===== src/rtl/comparison_pkg.sv =====
// ---------------------------------------------------------------------------
// comparison_pkg
// Shared definitions for the multicycle comparison unit:
//   - op-code encodings carried on alu_op_select
//   - FSM state encoding
//   - helpers that classify an op-code and map (eq, lt) to the op outcome
// ---------------------------------------------------------------------------
package comparison_pkg;

  localparam logic [3:0] IS_EQ  = 4'b0000;
  localparam logic [3:0] IS_NE  = 4'b0001;
  localparam logic [3:0] IS_GE  = 4'b0010;
  localparam logic [3:0] IS_GEU = 4'b0110;
  localparam logic [3:0] IS_LT  = 4'b0011;
  localparam logic [3:0] IS_LTU = 4'b0111;

  typedef enum logic [1:0] {
    IDLE = 2'd0,
    SCAN = 2'd1,
    DONE = 2'd2
  } state_t;

  // Signed relations are the only ones that need the MSB chunk re-biased.
  function automatic logic is_signed(input logic [3:0] op);
    return (op == IS_GE) || (op == IS_LT);
  endfunction

  function automatic logic is_legal(input logic [3:0] op);
    return (op == IS_EQ) || (op == IS_NE) || (op == IS_GE) ||
           (op == IS_GEU) || (op == IS_LT) || (op == IS_LTU);
  endfunction

  // Map the final operand relation onto the requested comparison.
  function automatic logic op_outcome(input logic [3:0] op,
                                      input logic eq,
                                      input logic lt);
    logic r;
    r = 1'b0;
    case (op)
      IS_EQ:          r = eq;
      IS_NE:          r = !eq;
      IS_LT, IS_LTU:  r = lt;
      IS_GE, IS_GEU:  r = !lt;
      default:        r = 1'b0;
    endcase
    return r;
  endfunction

endpackage


===== src/rtl/chunk_comparator.sv =====
// ---------------------------------------------------------------------------
// chunk_comparator
// Purely combinational compare of one CHUNK_WIDTH slice.
// Ports:
//   a, b        chunk of operand 1 / operand 2
//   invert_msb  flip the top bit of both inputs before comparing; turns an
//               unsigned compare into a two's-complement compare for the
//               most significant chunk of a signed operation
//   eq          a == b
//   lt          a < b (unsigned, after the optional MSB flip)
// ---------------------------------------------------------------------------
module chunk_comparator #(
  parameter int CHUNK_WIDTH = 8
) (
  input  logic [CHUNK_WIDTH-1:0] a,
  input  logic [CHUNK_WIDTH-1:0] b,
  input  logic                   invert_msb,
  output logic                   eq,
  output logic                   lt
);

  logic [CHUNK_WIDTH-1:0] flip;

  // Built bit-wise so CHUNK_WIDTH==1 needs no zero-width replication.
  always_comb begin
    flip = '0;
    flip[CHUNK_WIDTH-1] = invert_msb;
  end

  // Equality is unaffected by flipping the same bit on both sides.
  assign eq = (a == b);
  assign lt = ((a ^ flip) < (b ^ flip));

endmodule


===== src/rtl/multicycle_comparison_unit.sv =====
// ---------------------------------------------------------------------------
// multicycle_comparison_unit
// Evaluates EQ/NE/GE/GEU/LT/LTU over OPD_LENGTH-bit operands one
// CHUNK_WIDTH slice per cycle, most significant slice first.
// Ports:
//   clk, rst_n              clock (rising edge), synchronous active-low reset
//   in_valid / in_ready     request handshake; opd1, opd2, alu_op_select
//                           are captured when both are high
//   out_valid / out_ready   result handshake; comp_result[0] is the outcome,
//                           upper bits are zero, value holds between results
// Parameters:
//   OPD_LENGTH   operand / result width
//   CHUNK_WIDTH  bits examined per cycle (must divide OPD_LENGTH)
//   EARLY_EXIT   1: finish at the first differing chunk
//                0: always walk every chunk (fixed latency)
// ---------------------------------------------------------------------------
module multicycle_comparison_unit
  import comparison_pkg::*;
#(
  parameter int OPD_LENGTH  = 32,
  parameter int CHUNK_WIDTH = 8,
  parameter int EARLY_EXIT  = 1
) (
  input  logic                  clk,
  input  logic                  rst_n,
  input  logic                  in_valid,
  output logic                  in_ready,
  input  logic [OPD_LENGTH-1:0] opd1,
  input  logic [OPD_LENGTH-1:0] opd2,
  input  logic [3:0]            alu_op_select,
  output logic                  out_valid,
  input  logic                  out_ready,
  output logic [OPD_LENGTH-1:0] comp_result
);

  localparam int NUM_CHUNKS = OPD_LENGTH / CHUNK_WIDTH;
  localparam int IDX_W      = (NUM_CHUNKS > 1) ? $clog2(NUM_CHUNKS) : 1;
  localparam logic [IDX_W-1:0] LAST_IDX = IDX_W'(NUM_CHUNKS - 1);

  state_t                state_reg, state_next;
  logic [OPD_LENGTH-1:0] opd1_reg, opd2_reg, comp_result_reg;
  logic [3:0]            op_reg;
  logic [IDX_W-1:0]      idx_reg;
  // First (most significant) difference found so far; only meaningful when
  // the walk continues past it, i.e. EARLY_EXIT=0.
  logic                  diff_seen_reg;
  logic                  diff_lt_reg;

  logic [CHUNK_WIDTH-1:0] chunk1 [NUM_CHUNKS];
  logic [CHUNK_WIDTH-1:0] chunk2 [NUM_CHUNKS];
  logic [CHUNK_WIDTH-1:0] cur1, cur2;
  logic                   chunk_eq, chunk_lt, invert_msb;
  logic                   op_legal, scan_finish;
  logic                   final_eq, final_lt, outcome;

  // Slice the captured operands so the active chunk is a simple array read.
  generate
    for (genvar gi = 0; gi < NUM_CHUNKS; gi++) begin : g_slice
      assign chunk1[gi] = opd1_reg[gi*CHUNK_WIDTH +: CHUNK_WIDTH];
      assign chunk2[gi] = opd2_reg[gi*CHUNK_WIDTH +: CHUNK_WIDTH];
    end
  endgenerate

  assign cur1       = chunk1[idx_reg];
  assign cur2       = chunk2[idx_reg];
  assign invert_msb = is_signed(op_reg) && (idx_reg == LAST_IDX);

  chunk_comparator #(
    .CHUNK_WIDTH (CHUNK_WIDTH)
  ) u_chunk (
    .a          (cur1),
    .b          (cur2),
    .invert_msb (invert_msb),
    .eq         (chunk_eq),
    .lt         (chunk_lt)
  );

  assign op_legal = is_legal(op_reg);

  // An illegal op spends one cycle in SCAN and retires with 0, so it has
  // the same one-cycle latency as a decision on the MSB chunk.
  assign scan_finish = !op_legal || (idx_reg == '0) ||
                       ((EARLY_EXIT != 0) && !chunk_eq);

  always_comb begin
    final_eq = diff_seen_reg ? 1'b0 : chunk_eq;
    final_lt = diff_seen_reg ? diff_lt_reg : chunk_lt;
    outcome  = op_legal && op_outcome(op_reg, final_eq, final_lt);
  end

  // --- FSM: state register ---
  always_ff @(posedge clk) begin
    if (!rst_n) state_reg <= IDLE;
    else        state_reg <= state_next;
  end

  // --- FSM: next-state logic ---
  always_comb begin
    state_next = state_reg;
    case (state_reg)
      IDLE:    if (in_valid)    state_next = SCAN;
      SCAN:    if (scan_finish) state_next = DONE;
      DONE:    if (out_ready)   state_next = IDLE;
      default:                  state_next = IDLE;
    endcase
  end

  // --- FSM: outputs ---
  always_comb begin
    in_ready  = (state_reg == IDLE);
    out_valid = (state_reg == DONE);
  end

  assign comp_result = comp_result_reg;

  // --- Datapath registers ---
  always_ff @(posedge clk) begin
    if (!rst_n) begin
      opd1_reg        <= '0;
      opd2_reg        <= '0;
      op_reg          <= '0;
      idx_reg         <= '0;
      diff_seen_reg   <= 1'b0;
      diff_lt_reg     <= 1'b0;
      comp_result_reg <= '0;
    end else begin
      if (state_reg == IDLE && in_valid) begin
        opd1_reg      <= opd1;
        opd2_reg      <= opd2;
        op_reg        <= alu_op_select;
        idx_reg       <= LAST_IDX;
        diff_seen_reg <= 1'b0;
        diff_lt_reg   <= 1'b0;
      end
      if (state_reg == SCAN) begin
        if (!chunk_eq && !diff_seen_reg) begin
          diff_seen_reg <= 1'b1;
          diff_lt_reg   <= chunk_lt;
        end
        if (scan_finish) comp_result_reg <= OPD_LENGTH'(outcome);
        else             idx_reg         <= idx_reg - 1'b1;
      end
    end
  end

endmodule

===== config.mk =====
export PLATFORM = sky130hd
export DESIGN_NAME = multicycle_comparison_unit
export DESIGN_NICKNAME = d
export VERILOG_FILES = /design/src/rtl/comparison_pkg.sv /design/src/rtl/chunk_comparator.sv /design/src/rtl/multicycle_comparison_unit.sv
export SDC_FILE = /design/constraint.sdc
export NUM_CORES = 1
export LEC_CHECK = 0
export ABC_AREA = 1
export CELL_PAD_IN_SITES_DETAIL_PLACEMENT = 1
export CELL_PAD_IN_SITES_GLOBAL_PLACEMENT = 2
export CORE_MARGIN = 10
export CORE_UTILIZATION = 28
export DETAILED_ROUTE_END_ITERATION = 16
export GPL_ROUTABILITY_DRIVEN = 0
export GPL_TIMING_DRIVEN = 0
export PLACE_DENSITY = 0.92
export SYNTH_ARGS = -nofsm -noshare
export SYNTH_HDL_FRONTEND = slang
export SYNTH_SLANG_ARGS = --single-unit

===== constraint.sdc =====
create_clock -name clk -period 4.69 [get_ports clk]
set_clock_uncertainty 0.2 [all_clocks]
set_input_delay 0.938 -clock clk [delete_from_list [all_inputs] [get_ports clk]]
set_output_delay 0.938 -clock clk [all_outputs]
set_load 0.1 [all_outputs]

==> run_results.csv <==
group,metric,value,unit
timing,setup-tns-final,0,ns
clocking,ctsHtreeMaxLevel,3,
timing,min_period,3.427,ns
global_route,grt_max_degree,13,
floorplanning,placementRows,42,
global_route,grt_usage,13.78,%
clocking,cts_hold_buf,0,
setup_path,worstPathRequired,4.76,ns
cells_and_area,fill_cells,1743,
route,antenna_left,0,
route,avgViaCountPerCell,4.514,
yosys,synth_seq_cells,75,
yosys,synthSimpleGateAreaFrac,28.13,%
yosys,synth_ff_type,"dfxtp_1",
setup_path,cp.arrival,3.50,ns
status,status,"complete, no violations",
route,wl_per_cell,15.02,um
setup_path,crit_path_max_fanout,10,
timing,setup_violations,0,
clocking,numCtsBuffers,9,
route,first_iter_violations,181,
clocking,cts-resized-gates,0,
setup_path,cp-end-kind,"flop",
cells_and_area,area_growth_syn_to_layout,35.94,%
global_route,grt_overflow,0,
timing,slew_viol_final,0,
yosys,syn_inst,541,
yosys,synth_xor_area_share,0,%
clocking,cts_max_path_buffers,2,
floorplanning,start_util,28.55,%
global_route,grt_pass1_wl,20.42,mm
placement,io_buffers,73,
clocking,root_buffer,"clkbuf_16",
cells_and_area,final_nets,736,
yosys,synth_warnings,0,
route,totalWireLength,12.56,mm
cells_and_area,final_cell_mix,"155 x nor2_1, 85 x o21ai_0, 75 x dfxtp_1",
cells_and_area,layout-drive-gt1-share,10.00,%
yosys,synth_edf_count,0,
floorplanning,io_pins,106,
clocking,clkLatencyLatePin,0.34,ns
yosys,synthAdderAreaFrac,2.978,%
timing,rsz0062_at_grt,"false",
clocking,postCtsSetupBuffers,0,
route,vias,3774,
timing,hold_violations,0,
setup_path,startpoint_type,"flop",
yosys,synth_compound_area_share,17.14,%
yosys,synthArstFlopShare,0,%
route,first_pass_iters,4,
yosys,syn_area,3781,um2
placement,place_inst,820,
placement,postPlaceCellArea,4845,um2
yosys,synth_top_family_by_area,"simple AND/OR/NAND/NOR gates",
power_and_ir_drop,total_power,0.001973,W
setup_path,worstSetupPathType,"flop to flop",
yosys,syn_area_per_cell,6.989,um2
flow_run,drv_cap,0,
route,drc,0,
clocking,cts_tree,"built",
yosys,synthMuxAreaShare,0,%
floorplanning,die_y,136.2,um
floorplanning,core,13240,um2
timing,timing.final.crit_share,73.08,%
floorplanning,fp.dieW,136.2,um
yosys,yosysUniqueCellTypes,29,
cells_and_area,final_cells,836,
cells_and_area,final_common_cell,"nor2_1",
floorplanning,dieArea,18550,um2
timing,maxClockFrequency,291.8,MHz
power_and_ir_drop,p_per_area,383.8,nW/um2
clocking,clk_pin_slew,0.06,ns
global_route,antenna_found_initial,0,
clocking,clock_sinks,75,
yosys,ys_seq_area_share,39.71,%
placement,place_hpwl,10.17,mm
cells_and_area,antenna_cells,0,
power_and_ir_drop,ir_drop,0.0001446,V
timing,slew_headroom,34.65,%
worst_hold_path,holdCritPathClass,"flop to flop",
power_and_ir_drop,p_leak,2.213,nW
cells_and_area,final_area,5140,um2
timing,worst_pin_slew,0.9772,ns
global_route,grt_pass1_vias,4112,
==> kinds of logic after synthesis <==
group                    Yosys count
flip-flops                        75
buffers and inverters             85
other                              1
AO/OA/AOI/OAI                    120
adder cells (fa/ha/maj)            9
AND/OR/NAND/NOR                  251
==> per-stage QoR <==
stage	util (%)	hold WS, ns	setup slack [ns]
2_1_floorplan	-	0.2437	1.771
3_3_place_gp	36.58	0.2641	1.456
3_5_place_dp	36.58	0.2743	1.333
4_1_cts	38.81	0.2871	1.297
5_1_grt	38.81	0.3145	1.033
6_report	38.81	0.2806	1.263
==> Yosys cell counts (2+ instances only) <==
master    instances  area [um2]
nor3_1            3       15.01
ha_1              9       112.6
dfxtp_1          75        1501
nand4_1           2       12.51
o22ai_1           7       43.79
nand3_2           3       30.03
a21oi_1          18       90.09
nand2_1          61       229.0
nand2_4           3       33.78
buf_4            31       232.7
nand3_1          15       75.07
inv_2             2       7.510
inv_1            18       67.56
buf_1             6       22.52
o21ai_0          85       425.4
nand2_2           5       31.28
a32o_1            7       70.07
nor2_1          155       581.8
o21ai_1           2       10.01
clkbuf_1         25       93.84
==> report_power, final <==
group          switching, W  total (W)  internal (W)  leakage, nW
Sequential        0.0000408   0.000737      0.000696        0.622
Clock              0.000261   0.000685      0.000423        0.145
Combinational      0.000360   0.000551      0.000190         1.45
==> critical path: stages, from the launching register on <==
cell and delay, ns:
dfxtp_1 0.35, buf_6 0.15, clkbuf_1 0.33, clkbuf_1 0.43, nand2_1 0.10, a32o_1 0.29
ha_1 0.30, nand2_1 0.07, nor2_1 0.31, nand2_2 0.14, nor3b_4 0.29, nand2_2 0.10
nand2_1 0.09, inv_2 0.07, a21oi_1 0.12
==> path summary, 6_finish.rpt <==
kind	start	to	slack, ns	depth (start not counted)
setup / recovery	idx_reg[0]$_SDFF_PN0_	idx_reg[1]$_SDFF_PN0_	1.26	14
hold / removal	opd2_reg[20]$_SDFFE_PN0P_	opd2_reg[20]$_SDFFE_PN0P_	0.28	2
setup reg to reg	idx_reg[0]$_SDFF_PN0_	idx_reg[1]$_SDFF_PN0_	1.26	14
hold reg to reg	opd2_reg[20]$_SDFFE_PN0P_	opd2_reg[20]$_SDFFE_PN0P_	0.28	2
==> layer usage <==
metal,track usage (%),routed length (um)
met1,16.37,5681
met2,24.46,6234
met3,2.583,496
met4,4.260,143
met5,0,0
==> area by class of cell <==
class / count / area, um2 / share of cell area [%]
Multi-Input combinational cell: 411 / 1941 / 37.76
Sequential cell: 75 / 1501 / 29.21
Tap cell: 176 / 220.2 / 4.284
Timing Repair Buffer: 73 / 730.7 / 14.22
Buffer: 64 / 365.4 / 7.108
Inverter: 21 / 86.33 / 1.680
Clock buffer: 11 / 242.7 / 4.722
Clock inverter: 5 / 52.55 / 1.022
(Power assumes the default switching activity.)
